`src/rtl/key_event_pkg.sv`:
```
// Shared types and helpers for the push-button key event path.
package key_event_pkg;

  typedef enum logic [2:0] {
    IDLE,
    DEB_DOWN,
    HELD,
    LONG_HELD,
    DEB_UP
  } key_state_e;

  // Counter width large enough to hold the largest terminal count (max - 1).
  function automatic int unsigned cnt_width(input int unsigned deb_cyc,
                                            input int unsigned long_cyc,
                                            input int unsigned rep_cyc);
    int unsigned m;
    m = deb_cyc;
    if (long_cyc > m) m = long_cyc;
    if (rep_cyc > m) m = rep_cyc;
    return (m < 2) ? 1 : $clog2(m);
  endfunction

endpackage

```
`src/rtl/key_event_chan.sv`:
```
// One key: 2-flop synchronizer, debounce FSM, hold timer and registered strobes.
module key_event_chan
  import key_event_pkg::*;
#(
  parameter int unsigned DEB_CYC   = 1000000,
  parameter int unsigned LONG_CYC  = 50000000,
  parameter int unsigned REP_CYC   = 10000000,
  parameter int unsigned REPEAT_EN = 1
) (
  input  logic clk,
  input  logic rst_n,
  input  logic sw_n,
  output logic key_level,
  output logic press_pulse,
  output logic release_pulse,
  output logic long_pulse,
  output logic repeat_pulse
);

  localparam int unsigned CW = cnt_width(DEB_CYC, LONG_CYC, REP_CYC);
  localparam logic [CW-1:0] DEB_LAST  = CW'(DEB_CYC - 1);
  localparam logic [CW-1:0] LONG_LAST = CW'(LONG_CYC - 1);
  localparam logic [CW-1:0] REP_LAST  = CW'(REP_CYC - 1);
  localparam logic          REP_ON    = (REPEAT_EN != 0);

  logic          sw_m;
  logic          sw_s;
  logic          raw_p;
  key_state_e    state;
  logic [CW-1:0] cnt;
  logic          long_flag;

  // Bring the asynchronous switch level into the clock domain; idle is released.
  always_ff @(posedge clk or negedge rst_n) begin
    if (!rst_n) begin
      sw_m <= 1'b1;
      sw_s <= 1'b1;
    end else begin
      sw_m <= sw_n;
      sw_s <= sw_m;
    end
  end

  assign raw_p = ~sw_s;

  // Debounce / hold / repeat FSM with registered level and one-cycle strobes.
  always_ff @(posedge clk or negedge rst_n) begin
    if (!rst_n) begin
      state         <= IDLE;
      cnt           <= '0;
      long_flag     <= 1'b0;
      key_level     <= 1'b0;
      press_pulse   <= 1'b0;
      release_pulse <= 1'b0;
      long_pulse    <= 1'b0;
      repeat_pulse  <= 1'b0;
    end else begin
      press_pulse   <= 1'b0;
      release_pulse <= 1'b0;
      long_pulse    <= 1'b0;
      repeat_pulse  <= 1'b0;
      case (state)
        IDLE: begin
          if (raw_p) begin
            state <= DEB_DOWN;
            cnt   <= '0;
          end
        end
        DEB_DOWN: begin
          if (!raw_p) begin
            state <= IDLE;
            cnt   <= '0;
          end else if (cnt == DEB_LAST) begin
            state       <= HELD;
            cnt         <= '0;
            press_pulse <= 1'b1;
            key_level   <= 1'b1;
          end else begin
            cnt <= cnt + 1'b1;
          end
        end
        HELD: begin
          if (!raw_p) begin
            state <= DEB_UP;
            cnt   <= '0;
          end else if (cnt == LONG_LAST) begin
            state      <= LONG_HELD;
            cnt        <= '0;
            long_pulse <= 1'b1;
            long_flag  <= 1'b1;
          end else begin
            cnt <= cnt + 1'b1;
          end
        end
        LONG_HELD: begin
          if (!raw_p) begin
            state <= DEB_UP;
            cnt   <= '0;
          end else if (cnt == REP_LAST) begin
            cnt          <= '0;
            repeat_pulse <= REP_ON;
          end else begin
            cnt <= cnt + 1'b1;
          end
        end
        DEB_UP: begin
          // A bounce returns to the hold state with the hold/repeat timer restarted.
          if (raw_p) begin
            state <= long_flag ? LONG_HELD : HELD;
            cnt   <= '0;
          end else if (cnt == DEB_LAST) begin
            state         <= IDLE;
            cnt           <= '0;
            release_pulse <= 1'b1;
            key_level     <= 1'b0;
            long_flag     <= 1'b0;
          end else begin
            cnt <= cnt + 1'b1;
          end
        end
        default: begin
          state <= IDLE;
          cnt   <= '0;
        end
      endcase
    end
  end

endmodule

```
`src/rtl/key_event_gen.sv`:
```
// Push-button front end: NKEY independent debounced key event channels.
module key_event_gen #(
  parameter int unsigned NKEY      = 3,
  parameter int unsigned DEB_CYC   = 1000000,
  parameter int unsigned LONG_CYC  = 50000000,
  parameter int unsigned REP_CYC   = 10000000,
  parameter int unsigned REPEAT_EN = 1
) (
  input  logic            clk,
  input  logic            rst_n,
  input  logic [NKEY-1:0] sw_n,
  output logic [NKEY-1:0] key_level,
  output logic [NKEY-1:0] press_pulse,
  output logic [NKEY-1:0] release_pulse,
  output logic [NKEY-1:0] long_pulse,
  output logic [NKEY-1:0] repeat_pulse
);

  // One fully independent channel per key.
  for (genvar i = 0; i < NKEY; i++) begin : g_chan
    key_event_chan #(
      .DEB_CYC  (DEB_CYC),
      .LONG_CYC (LONG_CYC),
      .REP_CYC  (REP_CYC),
      .REPEAT_EN(REPEAT_EN)
    ) u_chan (
      .clk          (clk),
      .rst_n        (rst_n),
      .sw_n         (sw_n[i]),
      .key_level    (key_level[i]),
      .press_pulse  (press_pulse[i]),
      .release_pulse(release_pulse[i]),
      .long_pulse   (long_pulse[i]),
      .repeat_pulse (repeat_pulse[i])
    );
  end

endmodule

```
`config.mk`:
```
export PLATFORM = sky130hd
export DESIGN_NAME = key_event_gen
export DESIGN_NICKNAME = d
export VERILOG_FILES = /design/src/rtl/key_event_pkg.sv /design/src/rtl/key_event_chan.sv /design/src/rtl/key_event_gen.sv
export SDC_FILE = /design/constraint.sdc
export NUM_CORES = 1
export LEC_CHECK = 0
export CORE_ASPECT_RATIO = 0.8
export CORE_MARGIN = 2
export CORE_UTILIZATION = 50
export CTS_BUF_LIST = sky130_fd_sc_hd__clkbuf_16
export DETAILED_ROUTE_END_ITERATION = 12
export GPL_ROUTABILITY_DRIVEN = 0
export PLACE_DENSITY_LB_ADDON = 0.05
export SKIP_LAST_GASP = 1
export SLEW_MARGIN = 10
export SYNTH_ARGS = -nofsm -noshare
export SYNTH_HDL_FRONTEND = slang
export SYNTH_HIERARCHICAL = 1
export SYNTH_SLANG_ARGS = --single-unit
```
`constraint.sdc`:
```
create_clock -name clk -period 5.04 [get_ports clk]
set_clock_uncertainty 0.15 [all_clocks]
set_input_delay 0.756 -clock clk [delete_from_list [all_inputs] [get_ports clk]]
set_output_delay 0.756 -clock clk [all_outputs]
set_load 0.1 [all_outputs]
```
======== After elaboration in Yosys (flattened, before gate mapping) ========
Index checks and enable logic that the tools add are counted.
storage, ports and cells
  register bits ........................... 111
  input bits .............................. 5
  logic and storage cells ................. 219
operators by class
  $add $sub $neg .......................... 3
  eq/ne operators ......................... 54
  muxes and demuxes ....................... 114
  reductions and logical operators ........ 18
operators by type and width
  operator                 count
  $mux W26                 24
  $pmux W26 S5             3
  $add A26 B1 Y26 const B  3
  $eq A26 B20 Y1 const B   3
  $eq A26 B24 Y1 const B   3
  $eq A26 B26 Y1 const B   3
  $mux W3                  24
  $mux W1                  54
  $pmux W3 S5              3
  $reduce_and A5 Y1        9
  $ne A2 B1 Y1 const B     15
  $eq A3 B2 Y1 const B     6
  $ne A2 B2 Y1 const B     9
  $ne A3 B1 Y1 const B     6
  $pmux W1 S2              6
  $reduce_bool A2 Y1       6
  $eq A3 B1 Y1 const B     3
  $eq A3 B3 Y1 const B     3
  $logic_not A3 Y1         3
  $ne A3 B3 Y1 const B     3

======== Depth between registers and ports, before layout ========
  depth in word-level cells ............... 4
  mapped depth ............................ 9

======== Cells and area by module ========
Netlist, hierarchy kept.
by module, submodules not included
  module                             times used  cells an instance  area an instance (sq um)
  key_event_chan (g_chan[1].u_chan)  1           259                2273.4
  key_event_chan (g_chan[2].u_chan)  1           235                2130.8
  key_event_chan (g_chan[0].u_chan)  1           224                2054.5

======== Least setup slack after synthesis ========
No wires, ideal clock.
  path type ............................... register to register
  from .................................... register g_chan[0].u_chan.cnt[22]
  to ...................................... register g_chan[0].u_chan.state[0]
  setup time .............................. 120 ps
  data arrival time ....................... 2376 ps
  data required time ...................... 4770 ps
  slack ................................... 2394 ps
  cell stages (with the launch flop) ...... 7
  buffers on the path ..................... 0
  period minus slack after synthesis ...... 2646 ps
  cells stage by stage .................... dfrtp_1 or4_4 or4b_4 or4_4 nor3_4 o2bb2ai_1 and3b_1
on the way
  longest elaborated chain between the ends .. 3
ends and longest elaborated chain
  element                                                        line                                                               source
  from (decl)                                                    key_event_chan.sv:30                                               logic [CW-1:0] cnt;
  from (signal assigned)                                         key_event_chan.sv:79                                               cnt <= cnt + 1'b1;
  from (signal assigned)                                         key_event_chan.sv:92                                               cnt <= cnt + 1'b1;
  from (signal assigned)                                         key_event_chan.sv:103                                              cnt <= cnt + 1'b1;
  $eq A26 B20 Y1 / $eq A26 B26 Y1 (equally long branches)        key_event_chan.sv:73, key_event_chan.sv:111, key_event_chan.sv:86
  $ne A3 B3 Y1 (no line) / $ne A3 B1 Y1 (equally long branches)  n/a
  $reduce_and A5 Y1 (no line) (*)                                n/a
  to (signal assigned)                                           key_event_chan.sv:109                                              state <= long_flag ? LONG_HELD : HELD;
  to (decl)                                                      key_event_chan.sv:29                                               key_state_e state;
Every way passes the cells marked *; elsewhere a longest branch is shown, timed or not.
A chain may end at the register's enable or synchronous reset.

======== Worst setup path in the final report ========
  from .................................... register g_chan[0].u_chan.cnt[22]
  to ...................................... register g_chan[0].u_chan.cnt[3]
on the way
  longest elaborated chain between the ends .. 4
ends and longest elaborated chain
  element                                       line                                         source
  $eq A26 B20 Y1, or another cell as far along  key_event_chan.sv:73, key_event_chan.sv:111
  $mux W26 (on tied branches) (2 in a row)      n/a
  $pmux W26 S5 (*)                              key_event_chan.sv:62                         case (state)
Marked as above.

==> metrics.md <==
| Metric | Value |
|---|---|
| Placed inst area | 6638 um^2 |
| Multiplexer share of the synthesized area | 2.189% |
| Worst Hold Class | flop to flop |
| Highest clock rate | 282.0 MHz |
| # nets final | 717 |
| Drt wl/cell | 16.47 um |
| Antenna cell count | 0 |
| RSZ-0062 raised after global routing | false |
| Startpoint Class | flop |
| CP max FO | 25 |
| Detailed-route DRC error count | 0 |
| Sw Ratio | 24.89% |
| Initial antenna violation count | 0 |
| Critical path origin | g_chan[0].u_chan/cnt[22]$_DFFE_PN0P_ |
| Yosys top cell by area | dfrtp_1 |
| IO Count | 20 |
| Synth Area in XOR/XNOR | 0% |
| Worst-margin pin slew | 1136 ps |
| Grt ovf | 0 |
| Register share of total power | 53.0% |
| Post-CTS sizing | 0 |
| Switch Pwr | 442.6 uW |
| Setup crit end kind | flop |
| Final Setup Violations | 0 |
| Clock Tree Buf Depth | 2 |
| Die H | 105.7 um |
| Syn_nets | 726 |
| Leak | 0.002719 uW |
| Ys flop type | dfrtp_1 |
| Clock power frac | 40.7% |
| Die area | 13850 um^2 |
| Drt via density | 6.254 |
| Post-synth EDFFs | 0 |
| Sink Count | 111 |
| Antenna violation net count after detailed routing | 0 |
| Number of synthesized register bits | 111 |
| First-pass GRT wire length | 25360 um |
| CTS tree | done |
| PortBufs | 19 |
| CP Data Required Time | 5100 ps |
| Hold_buf cts | 0 |
| Peak supply drop | 0.1916 mV |
| Share of cells above drive strength 1 | 9.944% |
| Placed Cells | 873 |
| Max Slew Vio Count | 0 |
| Synth async-reset ratio | 100.0% |
| Pint | 1335 uW |
| Setup Total Neg Slack | 0 ps |
| Core area | 12730 um^2 |
| Post-synthesis compound-gate area fraction | 17.44% |
| Syn Std Cell Area | 6459 um^2 |
| Final WL | 14640 um |
| Top cell type's share of synthesized area | 40.68% |
| Post-synthesis sequential area ratio | 43.12% |
| Simple-gate area share of the yosys netlist | 32.04% |
| Synth unique cells | 83 |
| Pwr per Cell Area | 256.4 nW/um^2 |
| # Post-CTS Setup Buffers | 0 |
| Hold Violations, Final | 0 |
| R2R Path Start | g_chan[0].u_chan/cnt[22]$_DFFE_PN0P_ |
| Largest net degree at the start of global routing | 78 |
| HP Start | g_chan[1].u_chan/sw_m$_DFF_PN1_ |
| WP data arrival | 3600 ps |
| Die width | 131.1 um |
| Clk root buf | clkbuf_16 |
| Final Power | 1778 uW |
| Max-slew headroom | 24.01% |
| Starting Density | 50.73% |
| Row Count | 37 |
| Synthesized-area fraction occupied by adder cells | 0.5812% |
| H-tree levels | 3 |
| Post-DP HPWL | 9950 um |
| Syn-to-layout area delta | 7.381% |
| DR vias | 5560 |
| Clk slew on worst S/H paths | 70 ps |
| Worst-skew pair later-pin latency | 360 ps |
| Initial drt markers | 438 |
| CTS buffer count | 9 |
| Tcrit/Tclk final | 70.36% |
| Post-route cell area | 6935 um^2 |
| Synth Instances | 718 |
| Comb power frac | 6.3% |
| Vias in the first global route | 5173 |
| Largest family of logic cells by synthesized area | simple AND/OR/NAND/NOR gates |
| YS warnings | 6 |
| Hold WS | 208.5 ps |
| Largest cells by area after synthesis | dfrtp_1 (41%), nand2_1 (5.4%), nand3_1 (3.9%) |
| Outcome | completed |
| Syn_area_per_cell | 8.995 um^2 |
| Total track usage | 23.01% |
| Fin crit period | 3546 ps |
| First-pass iteration count of the detailed router | 8 |
| Non-Filler Instances | 889 |
| Maxcap violations | 0 |
| WS Path Type | flop to flop |
-- synth_stat cells (4+ instances only) --
cell and n:
clkbuf_1 16, o21ai_1 16, and2_1 8, nor2b_1 5
o221ai_1 13, nand2_1 93, nor3_2 10, a211oi_1 5
buf_2 13, o31ai_1 17, dfstp_2 6, a21oi_1 21
nor3_1 35, mux2i_1 13, nor4bb_1 4, a21o_1 7
and4_1 8, buf_6 7, inv_1 12, nand3_1 50
o211ai_1 6, or3_1 12, o22ai_1 8, nand4_1 25
o21ai_0 32, and3_1 13, nor4_1 17, or2_2 7
dfrtp_1 105, nor2_1 57
-- sequential cells by signal, summed over array words and instances, names as in the netlist --
| name | cells |
|---|---|
| g_chan.u_chan/long_flag | 3 |
| g_chan.u_chan/cnt | 78 |
| g_chan.u_chan/sw_m | 3 |
| g_chan.u_chan/key_level | 3 |
| g_chan.u_chan/state | 9 |
| g_chan.u_chan/release_pulse | 3 |
| g_chan.u_chan/press_pulse | 3 |
| g_chan.u_chan/long_pulse | 3 |
| g_chan.u_chan/sw_s | 3 |
| g_chan.u_chan/repeat_pulse | 3 |
-- final timing paths --
check,endpoint,slack (ps),cells past startpoint
min reg2reg,g_chan[1].u_chan/sw_s$_DFF_PN1_,210,0
min,g_chan[1].u_chan/sw_s$_DFF_PN1_,210,0
min in group asynchronous,g_chan[1].u_chan/key_level$_DFFE_PN0P_,400,1
max,g_chan[0].u_chan/cnt[3]$_DFFE_PN0P_,1490,6
max in group asynchronous,g_chan[0].u_chan/sw_s$_DFF_PN1_,3290,2
max reg2reg,g_chan[0].u_chan/cnt[3]$_DFFE_PN0P_,1490,6
-- final cells by class --
cell class / count / area [um^2]
Clock inverter: 7 / 72.57
Timing Repair Buffer: 22 / 210.2
Sequential cell: 111 / 2785
Multi-Input combinational cell: 552 / 3374
Fill cell: 1156 / 5796
Tap cell: 175 / 219.0
Inverter: 13 / 48.80
Clock buffer: 9 / 225.2
-- critical path: stages (launching register included) --
cell and delay (ps):
dfrtp_1 430, or4_4 550, or4b_4 520, o31ai_2 250, o211ai_2 480, nor2_1 790
o21ai_0 200
-- metal layers --
metal | wire length (um) | global-route usage (%) | vias to the layer above
met1 | 7083 | 32.94 | 2704
met2 | 6583 | 33.90 | 154
li1 | - | - | 2676
met5 | 0 | 0 | -
met4 | 250 | 7.067 | 0
met3 | 722 | 6.294 | 26
-- layout by cell type, fill, tap and decap left out, drive strengths merged, types with 12 or more instances in the layout --
cell / count
mux2i: 13
dfrtp: 105
clkdlybuf4s50: 18
o21ai: 50
o31ai: 18
nor2: 60
and3: 13
nand3: 51
nor4: 20
or3: 12
a21oi: 22
inv: 14
nor3: 46
nand2: 93
o221ai: 13
nand4: 27
-- kinds of logic after synthesis --
group	after synthesis
muxes	14
buffers and inverters	55
AOI/OAI and AO/OA	159
adders and majority gates	3
and+or+nand+nor	376
DFF	111
-- per-stage QoR --
stage | util [%] | worst slack, ps
floorplan | - | 2394
global placement | 52.14 | 1557
detailed placement | 52.14 | 1521
CTS | 54.48 | 1497
global route | 54.48 | 1298
finish | 54.48 | 1494
-- power by group through the flow --
stage | clock network (uW) | registers (uW) | logic, uW
after floorplan | 0 | 951 | 85.5
after global placement | 0 | 959 | 112
after detailed placement | 0 | 960 | 114
after CTS | 750 | 942 | 114
after global routing | 794 | 947 | 127
final | 724 | 943 | 111
No activity file was read; power rests on OpenSTA's default activity.
